[src/rtl/ysyx_25020037_wbu.sv]
// Write-back stage: retires one instruction, waits for the load response, aligns/extends load data, emits a one-cycle commit.
// Latency: non-load accepted in cycle N commits in N+1; a load whose response arrives in cycle M commits in M+1.
// Backpressure: wbu_ready drops only while waiting for a load response; COMMIT accepts a new instruction in the same cycle.
// Ports: lsu_valid/wbu_ready + in_* carry the instruction in; mem_rvalid/mem_rready/mem_rdata/mem_rresp carry the load
// response; wbu_valid qualifies rd/gpr_*/csr_*/ecall_en/mret_en/commit_pc/load_fault; retire_cnt counts commits.
module ysyx_25020037_wbu #(
  parameter int XLEN    = 32,
  parameter int RADDR_W = 4,
  parameter int CNT_W   = 32
) (
  input  logic               clk,
  input  logic               rst,
  input  logic               lsu_valid,
  output logic               wbu_ready,
  input  logic [XLEN-1:0]    in_pc,
  input  logic [RADDR_W-1:0] in_rd,
  input  logic               in_gpr_wen,
  input  logic [XLEN-1:0]    in_alu_result,
  input  logic               in_is_load,
  input  logic [1:0]         in_load_size,
  input  logic               in_load_unsigned,
  input  logic [1:0]         in_addr_lo,
  input  logic [1:0]         in_csr_op,
  input  logic [2:0]         in_csr_sel,
  input  logic [XLEN-1:0]    in_csr_old,
  input  logic [XLEN-1:0]    in_csr_src,
  input  logic               in_ecall,
  input  logic               in_mret,
  input  logic               mem_rvalid,
  input  logic [XLEN-1:0]    mem_rdata,
  input  logic [1:0]         mem_rresp,
  output logic               mem_rready,
  output logic               wbu_valid,
  output logic [RADDR_W-1:0] rd,
  output logic               gpr_wen,
  output logic [XLEN-1:0]    gpr_wdata,
  output logic [2:0]         csr_wen,
  output logic [XLEN-1:0]    csr_wdata,
  output logic               ecall_en,
  output logic               mret_en,
  output logic [XLEN-1:0]    commit_pc,
  output logic               load_fault,
  output logic [CNT_W-1:0]   retire_cnt
);

  typedef enum logic [1:0] {IDLE = 2'd0, WAIT_MEM = 2'd1, COMMIT = 2'd2} state_t;

  state_t state, next_state;
  logic   accept, from_mem, commit_load;

  // Instruction fields held while a load response is outstanding.
  logic [XLEN-1:0]    c_pc, c_csr_old, c_csr_src;
  logic [RADDR_W-1:0] c_rd;
  logic               c_gpr_wen, c_load_unsigned, c_ecall, c_mret;
  logic [1:0]         c_load_size, c_addr_lo, c_csr_op;
  logic [2:0]         c_csr_sel;

  // Fields of the instruction that commits next: captured copy for loads, live inputs otherwise.
  logic [XLEN-1:0]    s_pc, s_csr_old, s_csr_src;
  logic [RADDR_W-1:0] s_rd;
  logic               s_gpr_wen, s_ecall, s_mret;
  logic [1:0]         s_csr_op;
  logic [2:0]         s_csr_sel;

  logic [7:0]      ld_byte;
  logic [15:0]     ld_half;
  logic [XLEN-1:0] ld_data, n_gpr_wdata, n_csr_wdata;
  logic            fault;

  // State register
  always_ff @(posedge clk or negedge rst) begin
    if (!rst) state <= IDLE;
    else      state <= next_state;
  end

  // Next-state logic
  always_comb begin
    next_state = state;
    case (state)
      IDLE:     if (accept) next_state = in_is_load ? WAIT_MEM : COMMIT;
      WAIT_MEM: if (mem_rvalid) next_state = COMMIT;
      COMMIT:   next_state = accept ? (in_is_load ? WAIT_MEM : COMMIT) : IDLE;
      default:  next_state = IDLE;
    endcase
  end

  // FSM outputs
  always_comb begin
    wbu_ready  = (state != WAIT_MEM);
    mem_rready = (state == WAIT_MEM);
    wbu_valid  = (state == COMMIT);
  end

  assign accept      = lsu_valid & wbu_ready;
  assign from_mem    = (state == WAIT_MEM);
  // Entering COMMIT is exactly the cycle whose values must appear on the commit outputs next cycle.
  assign commit_load = (next_state == COMMIT);

  always_ff @(posedge clk or negedge rst) begin
    if (!rst) begin
      c_pc <= '0; c_rd <= '0; c_gpr_wen <= 1'b0; c_load_size <= '0; c_load_unsigned <= 1'b0;
      c_addr_lo <= '0; c_csr_op <= '0; c_csr_sel <= '0; c_csr_old <= '0; c_csr_src <= '0;
      c_ecall <= 1'b0; c_mret <= 1'b0;
    end else if (accept) begin
      c_pc <= in_pc; c_rd <= in_rd; c_gpr_wen <= in_gpr_wen; c_load_size <= in_load_size;
      c_load_unsigned <= in_load_unsigned; c_addr_lo <= in_addr_lo; c_csr_op <= in_csr_op;
      c_csr_sel <= in_csr_sel; c_csr_old <= in_csr_old; c_csr_src <= in_csr_src;
      c_ecall <= in_ecall; c_mret <= in_mret;
    end
  end

  always_comb begin
    s_pc      = from_mem ? c_pc      : in_pc;
    s_rd      = from_mem ? c_rd      : in_rd;
    s_gpr_wen = from_mem ? c_gpr_wen : in_gpr_wen;
    s_csr_op  = from_mem ? c_csr_op  : in_csr_op;
    s_csr_sel = from_mem ? c_csr_sel : in_csr_sel;
    s_csr_old = from_mem ? c_csr_old : in_csr_old;
    s_csr_src = from_mem ? c_csr_src : in_csr_src;
    s_ecall   = from_mem ? c_ecall   : in_ecall;
    s_mret    = from_mem ? c_mret    : in_mret;
  end

  // Load alignment; half-word low address bit is ignored since upstream keeps halves aligned.
  always_comb begin
    ld_byte = '0;
    case (c_addr_lo)
      2'd0:    ld_byte = mem_rdata[7:0];
      2'd1:    ld_byte = mem_rdata[15:8];
      2'd2:    ld_byte = mem_rdata[23:16];
      default: ld_byte = mem_rdata[31:24];
    endcase
    ld_half = c_addr_lo[1] ? mem_rdata[31:16] : mem_rdata[15:0];
    case (c_load_size)
      2'b00:   ld_data = {{(XLEN-8){~c_load_unsigned & ld_byte[7]}}, ld_byte};
      2'b01:   ld_data = {{(XLEN-16){~c_load_unsigned & ld_half[15]}}, ld_half};
      default: ld_data = mem_rdata;
    endcase
  end

  assign fault = from_mem & (mem_rresp != 2'b00);

  always_comb begin
    if (from_mem)              n_gpr_wdata = ld_data;
    else if (s_csr_op != 2'b0) n_gpr_wdata = s_csr_old;
    else                       n_gpr_wdata = in_alu_result;

    // No CSR op and no ecall: keep the last CSR data so the bus does not toggle needlessly.
    n_csr_wdata = csr_wdata;
    case (s_csr_op)
      2'b01:   n_csr_wdata = s_csr_src;
      2'b10:   n_csr_wdata = s_csr_old | s_csr_src;
      2'b11:   n_csr_wdata = s_csr_old & ~s_csr_src;
      default: n_csr_wdata = csr_wdata;
    endcase
    // ecall writes the trapping PC to mepc and takes precedence over any CSR op.
    if (s_ecall) n_csr_wdata = s_pc;
  end

  // Commit outputs: data fields hold between commits, enables are high only in the commit cycle.
  always_ff @(posedge clk or negedge rst) begin
    if (!rst) begin
      rd <= '0; gpr_wdata <= '0; csr_wdata <= '0; commit_pc <= '0;
      gpr_wen <= 1'b0; csr_wen <= '0; ecall_en <= 1'b0; mret_en <= 1'b0; load_fault <= 1'b0;
    end else begin
      if (commit_load) begin
        rd        <= s_rd;
        gpr_wdata <= n_gpr_wdata;
        csr_wdata <= n_csr_wdata;
        commit_pc <= s_pc;
      end
      gpr_wen    <= commit_load & s_gpr_wen & (s_rd != '0) & ~fault;
      csr_wen    <= (commit_load && s_csr_op != 2'b00) ? s_csr_sel : 3'b000;
      ecall_en   <= commit_load & s_ecall;
      mret_en    <= commit_load & s_mret;
      load_fault <= commit_load & fault;
    end
  end

  always_ff @(posedge clk or negedge rst) begin
    if (!rst)                 retire_cnt <= '0;
    else if (state == COMMIT) retire_cnt <= retire_cnt + CNT_W'(1);
  end

endmodule

[config.mk]
export PLATFORM = sky130hd
export DESIGN_NAME = ysyx_25020037_wbu
export DESIGN_NICKNAME = d
export VERILOG_FILES = /design/src/rtl/ysyx_25020037_wbu.sv
export SDC_FILE = /design/constraint.sdc
export NUM_CORES = 1
export LEC_CHECK = 0
export ABC_AREA = 0
export BUFFER_PORTS_ARGS = -buffer_cell sky130_fd_sc_hd__buf_2
export CAP_MARGIN = 20
export CORE_MARGIN = 4
export CORE_UTILIZATION = 54
export CTS_CLUSTER_DIAMETER = 200
export CTS_CLUSTER_SIZE = 12
export DETAILED_ROUTE_END_ITERATION = 10
export GPL_TIMING_DRIVEN = 0
export HOLD_SLACK_MARGIN = 0.1
export PLACE_DENSITY = 0.78
export SLEW_MARGIN = 25
export SYNTH_ARGS = -nofsm -noshare
export SYNTH_HDL_FRONTEND = slang
export SYNTH_SLANG_ARGS = --single-unit
[constraint.sdc]
create_clock -name clk -period 2.7 [get_ports clk]
set_input_delay 0.54 -clock clk [delete_from_list [all_inputs] [get_ports clk]]
set_output_delay 0.54 -clock clk [all_outputs]
set_load 0.03 [all_outputs]
==> metrics.md, run 1 <==
| Metric | Value |
|---|---|
| Longest Clk Path Bufs | 3 |
| Hpwl dp | 31600 um |
| Peak Freq | 382 MHz |
| Die height | 160 um |
| Leakage power | 7.06 nW |
| Number of synthesized flops with an enable pin | 0 |
| Starting density of the core | 55.1% |
| Status | completed |
| Yosys top cell by area | dfrtp_1 |
| Area share of the largest cell type after synthesis | 50.7% |
| Clk slew on worst S/H paths | 0.07 ns |
| Design area | 0.0153 mm^2 |
| Filler cell count | 1816 |
| P&R area growth vs syn | 22.3% |
| Buffers on Ports | 325 |
| Most frequent cell after synthesis | dfrtp_1 |
| Initial drt markers | 709 |
| Die width | 160 um |
| Share of layout cells above drive strength 1 | 33.0% |
| Die Area | 0.0257 mm^2 |
| Grt ovf | 0 |
| Async SR Flop Fraction | 100% |
| Register area | 0.00636 mm^2 |
| Final hold slack | 0.252 ns |
| Drt drc | 0 |
| Worst vdd ir | 0.494 mV |
| CP required | 2.16 ns |
| Total GRT Usage | 31.1% |
| Post-CTS setup buffers | 0 |
| Crit Reg-Reg Startpoint | state[1]$_DFF_PN0_ |
| Worst hold start | in_load_size[1] |
| Arrival @ worst endpoint | 2.08 ns |
| DR pass1 iterations | 5 |
| CTS Root Cell | clkbuf_16 |
| End-of-flow core utilization | 67.3% |
| Skew-Pair Late Insertion Delay | 0.52 ns |
| IO Pins | 326 |
| Synth Instances | 1225 |
| Leading post-synthesis cells by cell area | dfrtp_1 (51%), mux2_2 (12%), nand2_1 (5.7%) |
| DP Area | 0.0147 mm^2 |
| Synthesized Nets | 1410 |
| WL/cell | 21.8 um |
| Via count | 11.2k |
| Clk sinks | 254 |
| Routed WL | 41500 um |
| Power density over the cells | 800 mW/mm^2 |
| Post-DRT Antenna Nets | 0 |
| Final setup viols | 0 |
| Placement row count | 55 |
| Commonest cells in the netlist | dfrtp_1 (254), nand2_1 (191), mux2_2 (132), a21oi_1 (123), nor2_1 (78) |
| Post-synthesis cell type count | 49 |
| Top_reg_cell synth | dfrtp_1 |
| Relative slew slack | 48.2% |
| Yosys reg bits | 254 |
| Crit end category | output port |
| Core Footprint | 0.0228 mm^2 |
| First-pass GRT wire length | 63500 um |
| Register area share after synthesis | 50.7% |
| CTS tree | done |
| Crit-path max FO | 19 |
| Final Max Slew Viols | 0 |
| CP startpoint | state[1]$_DFF_PN0_ |
| Type of the worst min-delay path | in2reg |
| Setup TNS | 0 ns |
| Largest net degree at the start of global routing | 73 |
| Final hold vios | 0 |
| CTS Buf Count | 25 |
| Tmin final | 2.62 ns |
| Final period utilization | 96.9% |
| Worst-margin pin slew | 0.777 ns |
| Fin nets | 1764 |
| Routed vias/inst | 5.91 |
| Worst Skew | 0.0223 ns |
| Crit start category | flip-flop |
| Initial antenna violation count | 13 |
| Synthesized area per cell | 10.2 um^2 |
| MaxCap Viol Count | 0 |
| Vias in the first global route | 11.3k |
| Critical path class | reg2out |
| Multi-input logic area | 0.00580 mm^2 |
| Post-Syn Area | 0.0125 mm^2 |
| # H-tree levels | 1 |
| Ys Warns | 0 |
| Routability cong. | 0.920 |
[cell type report]
class                      instances  area share (%)
sequential                       254            41.5
multi-input combinational        875            37.8
timing repair buffer             329            11.3
clock buffer                      25            4.08
tap                              313            2.55
buffer                            83            2.34
inverter                          11           0.269
antenna                            9           0.147
clock inverter                     1          0.0734
[registers in the layout (all words and copies together), names as in the netlist, 3 cells and up]
signal	count
c_csr_old	32
c_csr_sel	3
c_csr_src	32
c_pc	32
c_rd	4
commit_pc	32
csr_wdata	32
csr_wen	3
gpr_wdata	32
rd	4
retire_cnt	32
[report_power, final]
| group | internal, W | switching (W) |
|---|---|---|
| Sequential | 0.00461 | 0.000537 |
| Clock | 0.00163 | 0.00140 |
| Combinational | 0.00139 | 0.00271 |
[stage by stage]
step	total power, W	cells	setup slack (ns)
3_3_place_gp	0.00912	1863	-3.47
3_5_place_dp	0.00926	1866	-0.137
2_1_floorplan	0.00774	1225	0.405
6_report	0.0123	1900	0.0850
4_1_cts	0.0123	1891	-0.00678
5_1_grt	0.0128	1896	-0.0110
[cells by family after synthesis]
logic type                 share of synthesized area, %
adders and majority gates                        0.0997
muxes                                              16.7
xor gates and xnor gates                           2.16
and+or+nand+nor                                    14.8
buffers and inverters                              3.10
DFF                                                50.7
AOI/OAI and AO/OA                                  12.5
[path summary, 6_finish.rpt]
| check | end | slack [ns] | depth (start not counted) |
|---|---|---|---|
| min in group asynchronous | commit_pc[10]$_DFFE_PN0N_ | 0.52 | 2 |
| worst max register to register | csr_wdata[7]$_DFFE_PN0P_ | 0.13 | 7 |
| worst min-delay path | c_load_size[1]$_DFFE_PN0N_ | 0.25 | 2 |
| worst min register to register | retire_cnt[31]$_DFFE_PN0N_ | 0.47 | 1 |
| max in group asynchronous | csr_wen[0]$_DFF_PN0_ | 0.79 | 5 |
| worst max-delay path | mem_rready | 0.08 | 6 |
[metal layers]
metal	GRT usage, %	wire length [um]
met3	7.49	3820
met2	50.7	19500
met1	41.7	16700
met4	8.99	1330
met5	0	84
[critical path: stages (launching register included)]
cell	delay, ns
dfrtp_2	0.45
nand2b_1	0.16
buf_2	0.19
inv_2	0.15
buf_6	0.19
buf_8	0.19
clkbuf_4	0.22
[layout by cell type (no fill, tap or decap), types with 7 or more instances in the layout]
cell | Yosys | layout
buf_2 | 17 | 338
dfrtp_1 | 254 | 253
nand2_1 | 191 | 191
mux2_2 | 132 | 132
a21oi_1 | 123 | 123
nor2_1 | 78 | 78
nand3b_1 | 65 | 65
o21ai_0 | 64 | 64
mux2i_1 | 57 | 57
clkbuf_1 | 60 | 57
o31ai_1 | 32 | 32
clkbuf_16 | 0 | 25
xnor2_1 | 21 | 21
a221oi_1 | 15 | 15
a22oi_1 | 12 | 12
xor2_1 | 10 | 10
inv_1 | 10 | 10
diode_2 | 0 | 9
o22ai_1 | 9 | 9
nand4_1 | 8 | 8
nor3b_1 | 7 | 7
[timing repair]
| action | in CTS | in global routing |
|---|---|---|
| hold buffers | 1 | 0 |
| pin swaps | 0 | 0 |
| gates cloned | 0 | 0 |
| endpoints found under the setup margin | 2 | 56 |
| resized for setup | 5 | 5 |
| endpoints found under the hold margin | 49 | 0 |
Power figures use the tool's default switching activity.
==> inputs of run 2 (changes only) <==
--- a/config.mk
+++ b/config.mk
@@ -5,10 +5,9 @@
 export SDC_FILE = /design/constraint.sdc
 export NUM_CORES = 1
 export LEC_CHECK = 0
-export ABC_AREA = 0
+export ABC_AREA = 1
 export BUFFER_PORTS_ARGS = -buffer_cell sky130_fd_sc_hd__buf_2
 export CAP_MARGIN = 20
-export CORE_MARGIN = 4
 export CORE_UTILIZATION = 54
 export CTS_CLUSTER_DIAMETER = 200
 export CTS_CLUSTER_SIZE = 12
==> metrics.md, run 2 <==
| Metric | Value |
|---|---|
| Synth Instances | 1855 |
| Synthesized Nets | 2040 |
| Number of synthesized flops with an enable pin | 0 |
| Reg2reg setup slack | 0.14 ns |
| Worst vdd ir | 0.699 mV |
| Via count | 14.1k |
| Routability cong. | 1.04 |
| P&R area growth vs syn | 20.9% |
| Post-synthesis cell type count | 35 |
| Commonest non-fill, non-tap cell in the layout | nand2_1 |
| # placed instances | 2507 |
| End-of-flow core utilization | 66.4% |
| CP required | 2.16 ns |
| Routed vias/inst | 5.59 |
| Grt ovf | 0 |
| First-pass GRT wire length | 73000 um |
| Arrival @ worst endpoint | 2.11 ns |
| Leakage power | 8.64 nW |
| Starting density of the core | 54.9% |
| Status | completed |
| Final hold vios | 0 |
| Place WS | 0.101 ns |
| Longest Clk Path Bufs | 3 |
| Final Power | 0.0127 W |
| Power density over the cells | 792 mW/mm^2 |
| Filler cell count | 2226 |
| Synthesized area per cell | 7.18 um^2 |
| IO Pins | 326 |
| Routed WL | 47400 um |
| Leading post-synthesis cells by cell area | dfrtp_1 (48%), nand2_1 (20%), o21ai_0 (9.6%) |
| Placement row count | 57 |
| Commonest cells in the netlist | nand2_1 (703), o21ai_0 (256), dfrtp_1 (254), inv_1 (150), nand3_1 (130) |
| MaxCap Viol Count | 0 |
| Peak Freq | 378 MHz |
| Async SR Flop Fraction | 100% |
| Worst-margin pin slew | 0.816 ns |
| Crit-path max FO | 19 |
| CTS Root Cell | clkbuf_16 |
| Most frequent cell after synthesis | nand2_1 |
| Hpwl dp | 37000 um |
| Setup TNS | 0 ns |
| Final Max Slew Viols | 0 |
| Crit end category | output port |
| Die height | 159 um |
| CTS tree | done |
| Share of layout cells above drive strength 1 | 18.7% |
| Core Footprint | 0.0242 mm^2 |
| Yosys top cell by area | dfrtp_1 |
| Total GRT Usage | 37.4% |
| Post-Syn Area | 0.0133 mm^2 |
| # H-tree levels | 1 |
| Crit start category | flip-flop |
| Antenna diodes | 0 |
| Buffers on Ports | 325 |
| Die width | 159 um |
| Largest net degree at the start of global routing | 94 |
| Top_reg_cell synth | dfrtp_1 |
| Skew-Pair Late Insertion Delay | 0.55 ns |
| DR pass1 iterations | 6 |
| Worst Skew | 0.0142 ns |
| Tmin final | 2.65 ns |
| Ys Warns | 0 |
| Register area share after synthesis | 47.7% |
| Final setup viols | 0 |
| Post-DRT Antenna Nets | 0 |
| CTS Buf Count | 25 |
| Area share of the largest cell type after synthesis | 47.7% |
| Initial antenna violation count | 0 |
| Post-route insts no fill | 2531 |
| Drt drc | 0 |
| Clk sinks | 254 |
| Clk slew on worst S/H paths | 0.06 ns |
| Fin nets | 2392 |
| Type of the worst min-delay path | in2reg |
| Final period utilization | 98.0% |
| Relative slew slack | 45.1% |
| RSZ-0062 raised after global routing | no |
| WL/cell | 18.7 um |
| Critical path class | reg2out |
| Commonest non-fill, non-tap cells in the layout | nand2_1 (703), buf_2 (353), o21ai_0 (256) |
| Vias in the first global route | 13.3k |
| Die Area | 0.0253 mm^2 |
| Yosys reg bits | 254 |
| Setup ws final | 0.0533 ns |
| Initial drt markers | 1596 |
-- run 2: cell count changes after synthesis, sizes merged, moves of 58 or more --
cell and delta:
mux2 -128, inv +144, mux2i -58, o21ai +207
nand2 +517, nand3 +124, a21oi -83
-- run 2: kinds of logic after synthesis --
logic type               Yosys count  share of synthesized area, %
adder cells (fa/ha/maj)            1                        0.0939
buffers and inverters            261                          7.69
AO/OA/AOI/OAI                    339                          13.4
AND/OR/NAND/NOR                  980                          29.8
multiplexers                       4                         0.338
XOR/XNOR                          16                          1.05
flip-flops                       254                          47.7
-- run 2: layout make-up --
| class | count | area [um^2] | area share (%) |
|---|---|---|---|
| clock inverters | 2 | 31.3 | 0.194 |
| repair buffers | 329 | 1730 | 10.7 |
| plain buffers | 101 | 428 | 2.66 |
| flip-flops and latches | 254 | 6360 | 39.5 |
| well taps | 324 | 405 | 2.52 |
| clock buffers | 25 | 626 | 3.88 |
| multi-input cells | 1340 | 5940 | 36.9 |
| inverters | 156 | 586 | 3.64 |
-- run 2: per-stage QoR --
step | area [um^2] | hold slack (ns)
finish | 16100 | 0.207
floorplan | 13300 | 0.244
CTS | 16100 | 0.203
detailed placement | 15400 | 0.344
global placement | 15400 | 0.454
global route | 16100 | 0.210
-- run 2: metal layers --
layer | up-vias | track usage [%] | wire length (um)
met3 | 121 | 7.09 | 4860
met1 | 6613 | 51.5 | 19100
met5 | - | 0 | 0
li1 | 6608 | - | -
met4 | 0 | 16.8 | 2250
met2 | 803 | 57.7 | 21100
-- run 2: worst max-delay path: stages (launching register included) --
cell     delay [ns]
dfrtp_1        0.46
nand2_2        0.17
buf_2          0.29
buf_4          0.35
buf_2          0.26
-- run 2: worst paths after layout --
path                                      startpoint                          to  depth (start not counted)
max                               state[0]$_DFF_PN0_                   wbu_ready                          4
min                                       mem_rvalid          state[0]$_DFF_PN0_                          2
max reg2reg                       state[0]$_DFF_PN0_    gpr_wdata[2]$_DFFE_PN0N_                         10
min reg2reg                commit_pc[20]$_DFFE_PN0N_   commit_pc[20]$_DFFE_PN0N_                          2
max in group asynchronous                        rst    c_csr_old[6]$_DFFE_PN0N_                          4
min in group asynchronous                        rst  retire_cnt[10]$_DFFE_PN0N_                          2
-- run 2: timing repair --
| item | CTS | global route |
|---|---|---|
| gates cloned | 0 | 0 |
| hold endpoints to repair | 17 | 0 |
| resized for setup | 2 | 2 |
| endpoints found under the setup margin | 3 | 1 |
| buffers inserted | 0 | 0 |
| hold buffers | 1 | 0 |
-- run 2: where the power goes --
part | switching [W] | internal [W]
Clock | 0.00148 | 0.00165
Sequential | 0.000531 | 0.00462
Combinational | 0.00324 | 0.00124
